<file path="config.mk">
export PLATFORM = sky130hd
export DESIGN_NAME = updn_counter_param
export DESIGN_NICKNAME = d
export VERILOG_FILES = /design/src/rtl/updn_counter_pkg.sv /design/src/rtl/updn_step_unit.sv /design/src/rtl/updn_counter_param.sv
export SDC_FILE = /design/constraint.sdc
export NUM_CORES = 1
export LEC_CHECK = 0
export CAP_MARGIN = 25
export CORE_AREA = 2 2 121 123
export CTS_CLUSTER_SIZE = 24
export DETAILED_ROUTE_END_ITERATION = 10
export DIE_AREA = 0 0 123 125
export MAX_ROUTING_LAYER = met4
export PLACE_DENSITY = 0.74
export SETUP_SLACK_MARGIN = 0.02
export SLEW_MARGIN = 0
export SYNTH_ARGS = -nofsm -noshare
export SYNTH_HDL_FRONTEND = slang
export SYNTH_SLANG_ARGS = --single-unit
</file>
<file path="constraint.sdc">
create_clock -name clk -period 14.4 [get_ports clk]
set_clock_uncertainty 0.15 [all_clocks]
set_input_delay 2.88 -clock clk [delete_from_list [all_inputs] [get_ports clk]]
set_output_delay 2.88 -clock clk [all_outputs]
set_load 0.02 [all_outputs]
</file>
<file path="src/rtl/updn_counter_pkg.sv">
// Shared types and mode encodings for the parametrised up/down counter.
package updn_counter_pkg;

  typedef enum logic [1:0] {
    CNT_HOLD,
    CNT_LOAD,
    CNT_UP,
    CNT_DOWN
  } cnt_op_e;

  typedef enum logic {
    EVT_OVF,
    EVT_UDF
  } evt_kind_e;

  localparam logic MODE_WRAP = 1'b0;
  localparam logic MODE_SAT  = 1'b1;

endpackage

</file>
<file path="src/rtl/updn_step_unit.sv">
// Combinational next-count calculation for one enabled count step.
// Purely combinational; the caller registers the results.
module updn_step_unit
  import updn_counter_pkg::*;
#(
  parameter int WIDTH = 16
) (
  input  logic [WIDTH-1:0] cur,
  input  logic [WIDTH-1:0] s,
  input  logic [WIDTH-1:0] limit,
  input  logic             up,
  input  logic             sat,
  output logic [WIDTH-1:0] nxt,
  output logic             evt,
  output evt_kind_e        kind
);

  localparam logic [WIDTH:0] ONE = (WIDTH+1)'(1);

  logic [WIDTH:0]   cur_x, s_x, lim_x, sum;
  logic [WIDTH-1:0] sum_lo, diff_lo, wrap_up, wrap_dn;

  // One extra bit so cur+s and cur+limit+1 never truncate before comparison.
  assign cur_x   = {1'b0, cur};
  assign s_x     = {1'b0, s};
  assign lim_x   = {1'b0, limit};
  assign sum     = cur_x + s_x;
  assign sum_lo  = WIDTH'(sum);
  assign diff_lo = WIDTH'(cur_x - s_x);
  assign wrap_up = WIDTH'(sum - lim_x - ONE);
  assign wrap_dn = WIDTH'(cur_x + lim_x + ONE - s_x);

  always_comb begin
    nxt  = cur;
    evt  = 1'b0;
    kind = EVT_OVF;
    if (s_x != '0) begin
      if (cur_x > lim_x) begin
        nxt = '0;
        evt = 1'b1;
      end else if (up) begin
        if (sum <= lim_x) begin
          nxt = sum_lo;
        end else begin
          evt = 1'b1;
          nxt = (sat == MODE_SAT) ? limit : wrap_up;
        end
      end else begin
        if (s_x <= cur_x) begin
          nxt = diff_lo;
        end else begin
          evt  = 1'b1;
          kind = EVT_UDF;
          nxt  = (sat == MODE_SAT) ? '0 : wrap_dn;
        end
      end
    end
  end

endmodule

</file>
<file path="src/rtl/updn_counter_param.sv">
// Loadable WIDTH-bit up/down counter, range 0..limit, wrap or saturate, with tc pulse and sticky flags.
// One clock from inputs to all outputs; always accepts inputs (no backpressure).
module updn_counter_param
  import updn_counter_pkg::*;
#(
  parameter int WIDTH    = 16,
  parameter int SATURATE = 0
) (
  input  logic             clk,
  input  logic             rst,
  input  logic             ld_cnt,
  input  logic [WIDTH-1:0] data_in,
  input  logic             count_enb,
  input  logic             updn_cnt,
  input  logic [WIDTH-1:0] step,
  input  logic [WIDTH-1:0] limit,
  input  logic             clr_flags,
  output logic [WIDTH-1:0] data_out,
  output logic             tc,
  output logic             ovf,
  output logic             udf
);

  localparam logic SAT_MODE = (SATURATE != 0) ? MODE_SAT : MODE_WRAP;

  cnt_op_e          op;
  logic [WIDTH-1:0] s, ld_val, nxt;
  logic             evt, cnt_evt;
  evt_kind_e        kind;

  always_comb begin
    op = CNT_HOLD;
    if (!ld_cnt)       op = CNT_LOAD;
    else if (count_enb) op = updn_cnt ? CNT_UP : CNT_DOWN;
  end

  assign s      = (step < limit) ? step : limit;
  assign ld_val = (data_in < limit) ? data_in : limit;

  updn_step_unit #(.WIDTH(WIDTH)) u_step (
    .cur   (data_out),
    .s     (s),
    .limit (limit),
    .up    (op == CNT_UP),
    .sat   (SAT_MODE),
    .nxt   (nxt),
    .evt   (evt),
    .kind  (kind)
  );

  assign cnt_evt = evt && (op == CNT_UP || op == CNT_DOWN);

  always_ff @(posedge clk) begin
    if (rst) begin
      data_out <= '0;
      tc       <= 1'b0;
      ovf      <= 1'b0;
      udf      <= 1'b0;
    end else begin
      tc  <= cnt_evt;
      // A flag raised this cycle wins over a simultaneous clear.
      ovf <= (cnt_evt && kind == EVT_OVF) || (ovf && !clr_flags);
      udf <= (cnt_evt && kind == EVT_UDF) || (udf && !clr_flags);
      case (op)
        CNT_LOAD: data_out <= ld_val;
        CNT_UP,
        CNT_DOWN: data_out <= nxt;
        CNT_HOLD: data_out <= data_out;
        default:  data_out <= data_out;
      endcase
    end
  end

endmodule

</file>
======== Word level (Yosys, flattened, before mapping) ========
Index checks and enable logic that the tools add are counted.
word-level totals
  word-level logic and storage cells ...... 54
  output and inout port bits .............. 19
  bits in registers ....................... 19
operators by class
  mux-type cells .......................... 19
  add/subtract/negate cells ............... 7
  reductions and logical operators ........ 13
  equality and inequality tests ........... 4
  bitwise gates (word level) .............. 2
  $lt $le $gt $ge ......................... 5
operators by type and width
  operator                                               count
  two-way mux 16 bit                                     7
  subtractor 16 bit                                      3
  < comparator 16 bit                                    2
  case mux 16 bit (2 select lines)                       1
  adder 16 x 16 -> 17 bit                                1
  <= comparator 17 x 16 -> 1 bit                         1
  nonzero test 17 bit                                    1
  adder 16 x 1 -> 16 bit, second input constant          1
  adder 16 bit                                           1
  greater-than comparator 16 bit                         1
  <= comparator 16 bit                                   1
  subtractor 16 x 1 -> 16 bit, second input constant     1
  two-way mux 1 bit                                      9
  logical AND 1 bit                                      5
  == test 2 bit, second input constant                   2
  two-way mux 2 bit                                      2
  logical OR 1 bit                                       3
  == test 2 x 1 -> 1 bit, second input constant          1
  logical NOT 2 bit                                      1
  inequality test 2 x 1 -> 1 bit, second input constant  1
  inverter 1 bit                                         2
  AND reduction 2 bit                                    1
  OR reduction 2 bit                                     1
  logical NOT 1 bit                                      1

======== Depth between registers and ports, before layout ========
  depth after elaboration ................. 11
  mapped depth ............................ 30

======== Cells and area by module ========
Synthesis repeated with hierarchy kept, for this count alone.
second synthesis, totals
  cell total of the unflattened synthesis .. 988
  area, all modules ....................... 7374.6 um^2
by module, submodules not included
  module              area an instance (um^2)  cells each  seq. area each (um^2)  times used
  updn_step_unit      5021.1                   703         0.0                    1
  updn_counter_param  2353.5                   285         380.4                  1

======== Worst setup path before layout ========
Ideal clock, no wire load.
  path type ............................... input port to flip-flop
  start ................................... input port limit[2]
  end ..................................... register data_out[0]
  setup slack ............................. 5518 ps
  data required time ...................... 14164 ps
  stages on the path ...................... 28
  setup time .............................. 86 ps
  path buffers ............................ 2
  data arrival time ....................... 8645 ps
  cells stage by stage .................... inv_1 ha_1 a211o_1 a31oi_1 o31a_1 o21bai_1 a21oi_1 clkbuf_1 nor2_1 a21o_1 fa_1 a211oi_1 o21bai_1 a2111oi_2 nor2_1 nand3_1 nand2_1 xnor2_1 ha_1 a21o_1 a31o_1 a2111o_1 o21ai_2 and2_4 buf_12 nor2_4 a221o_1 a221oi_2
between the ends
  word-level cells in the longest chain between the ends .. 10
  elaborated cells between the ends (all ways) .. 21
  those cells by class .................... 5 x add/sub; 5 x order compare; 1 x eq/ne; 8 x mux; 2 x reduce/logical
RTL lines
  what                              line                      RTL
  start: declaration                updn_counter_param.sv:16  input logic [WIDTH-1:0] limit,
  < comparator 16 bit               updn_counter_param.sv:37  assign s = (step < limit) ? step : limit;
  two-way mux 16 bit                updn_counter_param.sv:37
  adder 16 x 16 -> 17 bit           updn_step_unit.sv:27      assign sum = cur_x + s_x;
  subtractor 16 bit                 updn_step_unit.sv:30      assign wrap_up = WIDTH'(sum - lim_x - ONE);
  subtractor 16 x 1 -> 16 bit       updn_step_unit.sv:30
  two-way mux 16 bit                updn_step_unit.sv:42      if (sum <= lim_x) begin
  two-way mux 16 bit                updn_step_unit.sv:41      end else if (up) begin
  two-way mux 16 bit                updn_step_unit.sv:38      if (cur_x > lim_x) begin
  two-way mux 16 bit                updn_step_unit.sv:37      if (s_x != '0) begin
  case mux 16 bit (2 select lines)  updn_counter_param.sv:64  case (op)
  end signal: assignment            updn_counter_param.sv:65  CNT_LOAD: data_out <= ld_val;
  end signal: assignment            updn_counter_param.sv:67  CNT_DOWN: data_out <= nxt;
  end signal: assignment            updn_counter_param.sv:68  CNT_HOLD: data_out <= data_out;
  end: declaration                  updn_counter_param.sv:18  output logic [WIDTH-1:0] data_out,
Parallel ways exist; a longest one is shown, timed or not. The select of a mux whose other input is x is not followed.
A chain may end at the register's enable or synchronous reset.

======== Worst setup path in the final report ========
  start ................................... input port limit[5]
  end ..................................... register data_out[13]
Same word-level chain as after synthesis.

==> results.sh <==
export IMPL_status="finished, final reports clean"
export IMPL_tns_ps=0
export IMPL_hold_path_class="reg -> reg"
export IMPL_pwr_share_seq=0.089
export IMPL_grt_pass1_vias=6166
export IMPL_maxCapViolCount=0
export IMPL_worst_pin_slew_ps=957.0
export IMPL_power_leakage_nw=3.260
export IMPL_clkSlewWorstSetupHoldPaths_ps=70
export IMPL_rsz0062_at_grt="false"
export IMPL_synth_area_leader_cell="ha_1"
export IMPL_critical_path_class="in -> reg"
export IMPL_vias=6463
export IMPL_placed_area_um2=6979
export IMPL_grt_pass1_wl_um=33780
export IMPL_timing_final_hold_violations=0
export IMPL_yosysUniqueCellTypes=86
export IMPL_yosysWarningCount=0
export IMPL_crit_path_start_kind="primary input"
export IMPL_post_route_min_period_ps=10130
export IMPL_fillers=1398
export IMPL_finalCritPeriodShare=0.7033
export IMPL_synth_seq_cells=19
export IMPL_cts_resized_gates=0
export IMPL_gr_total_overflow=0
export IMPL_setup_violations=0
export IMPL_place_gp_congestion=1.004
export IMPL_cts_tree="yes"
export IMPL_power_switching_share=0.5506
export IMPL_crit_required_ps=14340
export IMPL_synth_edff_count=0
export IMPL_synth_top_area_frac=0.2263
export IMPL_die_area_um2=15380
export IMPL_routedWlPerCell_um=20.93
export IMPL_routed_via_density=6.161
export IMPL_boundaryPins=73
export IMPL_grt_max_degree=36
export IMPL_drive_gt1_frac=0.03931
export IMPL_htree_num_levels=1
export IMPL_drtIter0Drc=658
export IMPL_async_reset_ff_frac=0
export IMPL_critPathCaptureType="flip-flop"
export IMPL_synthTopCellsByArea="ha_1 (23%), a21oi_1 (6.4%), dfxtp_1 (6.1%)"
export IMPL_combPwrFrac=0.842
export IMPL_postCtsSetupBuffers=0
export IMPL_area_delta_synth_final_pct=14.04
export IMPL_mappedNetlistNets=1006
export IMPL_powerDensity_nw_per_um2=128.7
export IMPL_start_util=0.4360
export IMPL_fmax_ghz=0.09875
export IMPL_die_h_um=125
export IMPL_cts_hold_buf=0
export IMPL_synth_main_ff_cell="dfxtp_1"
export IMPL_finalWirelength_um=21960
export IMPL_cp_arrival_ps=10070
export IMPL_avgSynthCellArea_um2=7.533
export IMPL_cts_sinks=19
export IMPL_syn_inst=822
export IMPL_intPower_mw=0.4085
export IMPL_netSwitchingPower_mw=0.5005
export IMPL_syn_cell_area_um2=6192
export IMPL_root_buffer="clkbuf_16"
export IMPL_num_rows=44
export IMPL_dp_final_hpwl_um=18370
export IMPL_insertion_delay_ps=270
export IMPL_numCtsBuffers=3
export IMPL_final_cell_area_um2=7062
export IMPL_fin_ws_ps=4273
export IMPL_yosysSeqAreaShare=0.06143
export IMPL_cts_buffer_depth=2
export IMPL_grt_usage=0.2928
export IMPL_slew_headroom=0.3582
export IMPL_final_nets=1050
export IMPL_slowest_stage="clkdlybuf4s50_1"
export IMPL_ant_nets=0
export IMPL_drv_slew=0
export IMPL_crit_fanout=35
export IMPL_ir_drop_v=0.00006047
export IMPL_place_ws_ps=4132
export IMPL_antennaDiodeCount=0
export IMPL_die_w_um=123
export IMPL_critPathMaxStageDelay_ps=700
export IMPL_first_pass_iters=5
export IMPL_drc_errors=0
export IMPL_port_buffers=72
export IMPL_coreArea_um2=14200
export IMPL_antenna_found_initial=0
export IMPL_p_clk_frac=0.070
critical path, delay by kind of cell:
family | cells | cell delay (ps)
XOR/XNOR | 1 | 230
AND/OR/NAND/NOR | 8 | 1380
buffers and inverters | 3 | 1270
AO/OA/AOI/OAI | 14 | 2940
adder cells (fa/ha/maj) | 4 | 1370
cell usage in the layout, fill, tap and decap left out, drive strengths merged, types with 9 or more instances in the layout:
cell type / instances
fa: 18
ha: 112
nor3: 9
mux2i: 18
xor2: 21
dfxtp: 19
a21o: 36
o21a: 10
nand4: 11
nor4: 14
nand3: 16
o21ai: 38
clkdlybuf4s50: 72
a21oi: 79
or3: 9
nand2: 56
xnor2: 30
o22ai: 9
a31oi: 13
inv: 57
a211oi: 13
o21bai: 12
nor2: 88
state kept, by name (all words and copies together), names as in the netlist:
register	count
data_out	16
ovf	1
tc	1
udf	1
metal layers:
metal  vias to the layer above  GRT usage  wire [um]
met5                         -          -          0
met4                         0     0.1203        850
met3                        48    0.03193       2046
met2                       313     0.4316       9513
met1                      2990     0.4054       9546
li1                       3112          -          -
cell families (layout without fill, tap and decap cells):
group | count (synthesis) | count (layout) | share of synthesized area
simple gates | 237 | 237 | 0.1863
flops | 19 | 19 | 0.06143
buf+inv | 92 | 135 | 0.06506
compound gates | 275 | 275 | 0.3015
mux | 18 | 18 | 0.02910
fa+ha+maj | 130 | 130 | 0.2845
xor+xnor | 51 | 51 | 0.07214
final timing paths:
check	from	endpoint	slack [ps]	depth (start not counted)
max	limit[5]	data_out[13]	4270	30
min	udf	udf	330	2
max reg2reg	data_out[1]	data_out[13]	9130	18
min reg2reg	udf	udf	330	2
power by group through the flow:
| stage | sequential, mW | clock, mW | combinational (mW) |
|---|---|---|---|
| 5_1_grt | 0.0814 | 0.0636 | 0.839 |
| 3_5_place_dp | 0.0810 | 0 | 0.743 |
| 4_1_cts | 0.0798 | 0.0626 | 0.748 |
| 3_3_place_gp | 0.0806 | 0 | 0.740 |
| 2_1_floorplan | 0.0825 | 0 | 0.564 |
| 6_report | 0.0806 | 0.0634 | 0.765 |
per-stage QoR:
stage | util | hold WS [ps] | power, mW | instances
floorplan | - | 380.2 | 0.6466 | 822
global placement | 0.4914 | 305.9 | 0.8210 | 1045
detailed placement | 0.4914 | 311.4 | 0.8237 | 1045
CTS | 0.4972 | 322.3 | 0.8905 | 1049
global route | 0.4972 | 342.1 | 0.9845 | 1049
finish | 0.4972 | 327.4 | 0.9089 | 1049
synth_stat cells (5+ instances only):
cell	count
a31oi_1	13
nor3_1	7
nor4_1	13
buf_4	5
clkbuf_1	14
nor2_1	87
o21ai_0	36
a211oi_1	13
fa_1	18
o22ai_1	9
nand3_1	16
nand4_1	11
buf_2	11
inv_1	56
mux2i_1	18
o21bai_1	12
or3_1	8
ha_1	112
o21a_1	10
or2_2	6
a21oi_1	79
dfxtp_1	19
xnor2_1	30
nand2_1	55
o211ai_1	5
xor2_1	21
a21o_1	36
final cells by class:
class	count	area, um2	area share
sequential	19	380.4	0.05386
inverter	57	214.0	0.03030
timing repair buffer	74	735.7	0.1042
tap	184	230.2	0.03260
clock buffer	3	75.07	0.01063
multi-input combinational	711	5419	0.7674
clock inverter	1	7.507	0.001063
Note: power is estimated with default switching activity, not from simulation.
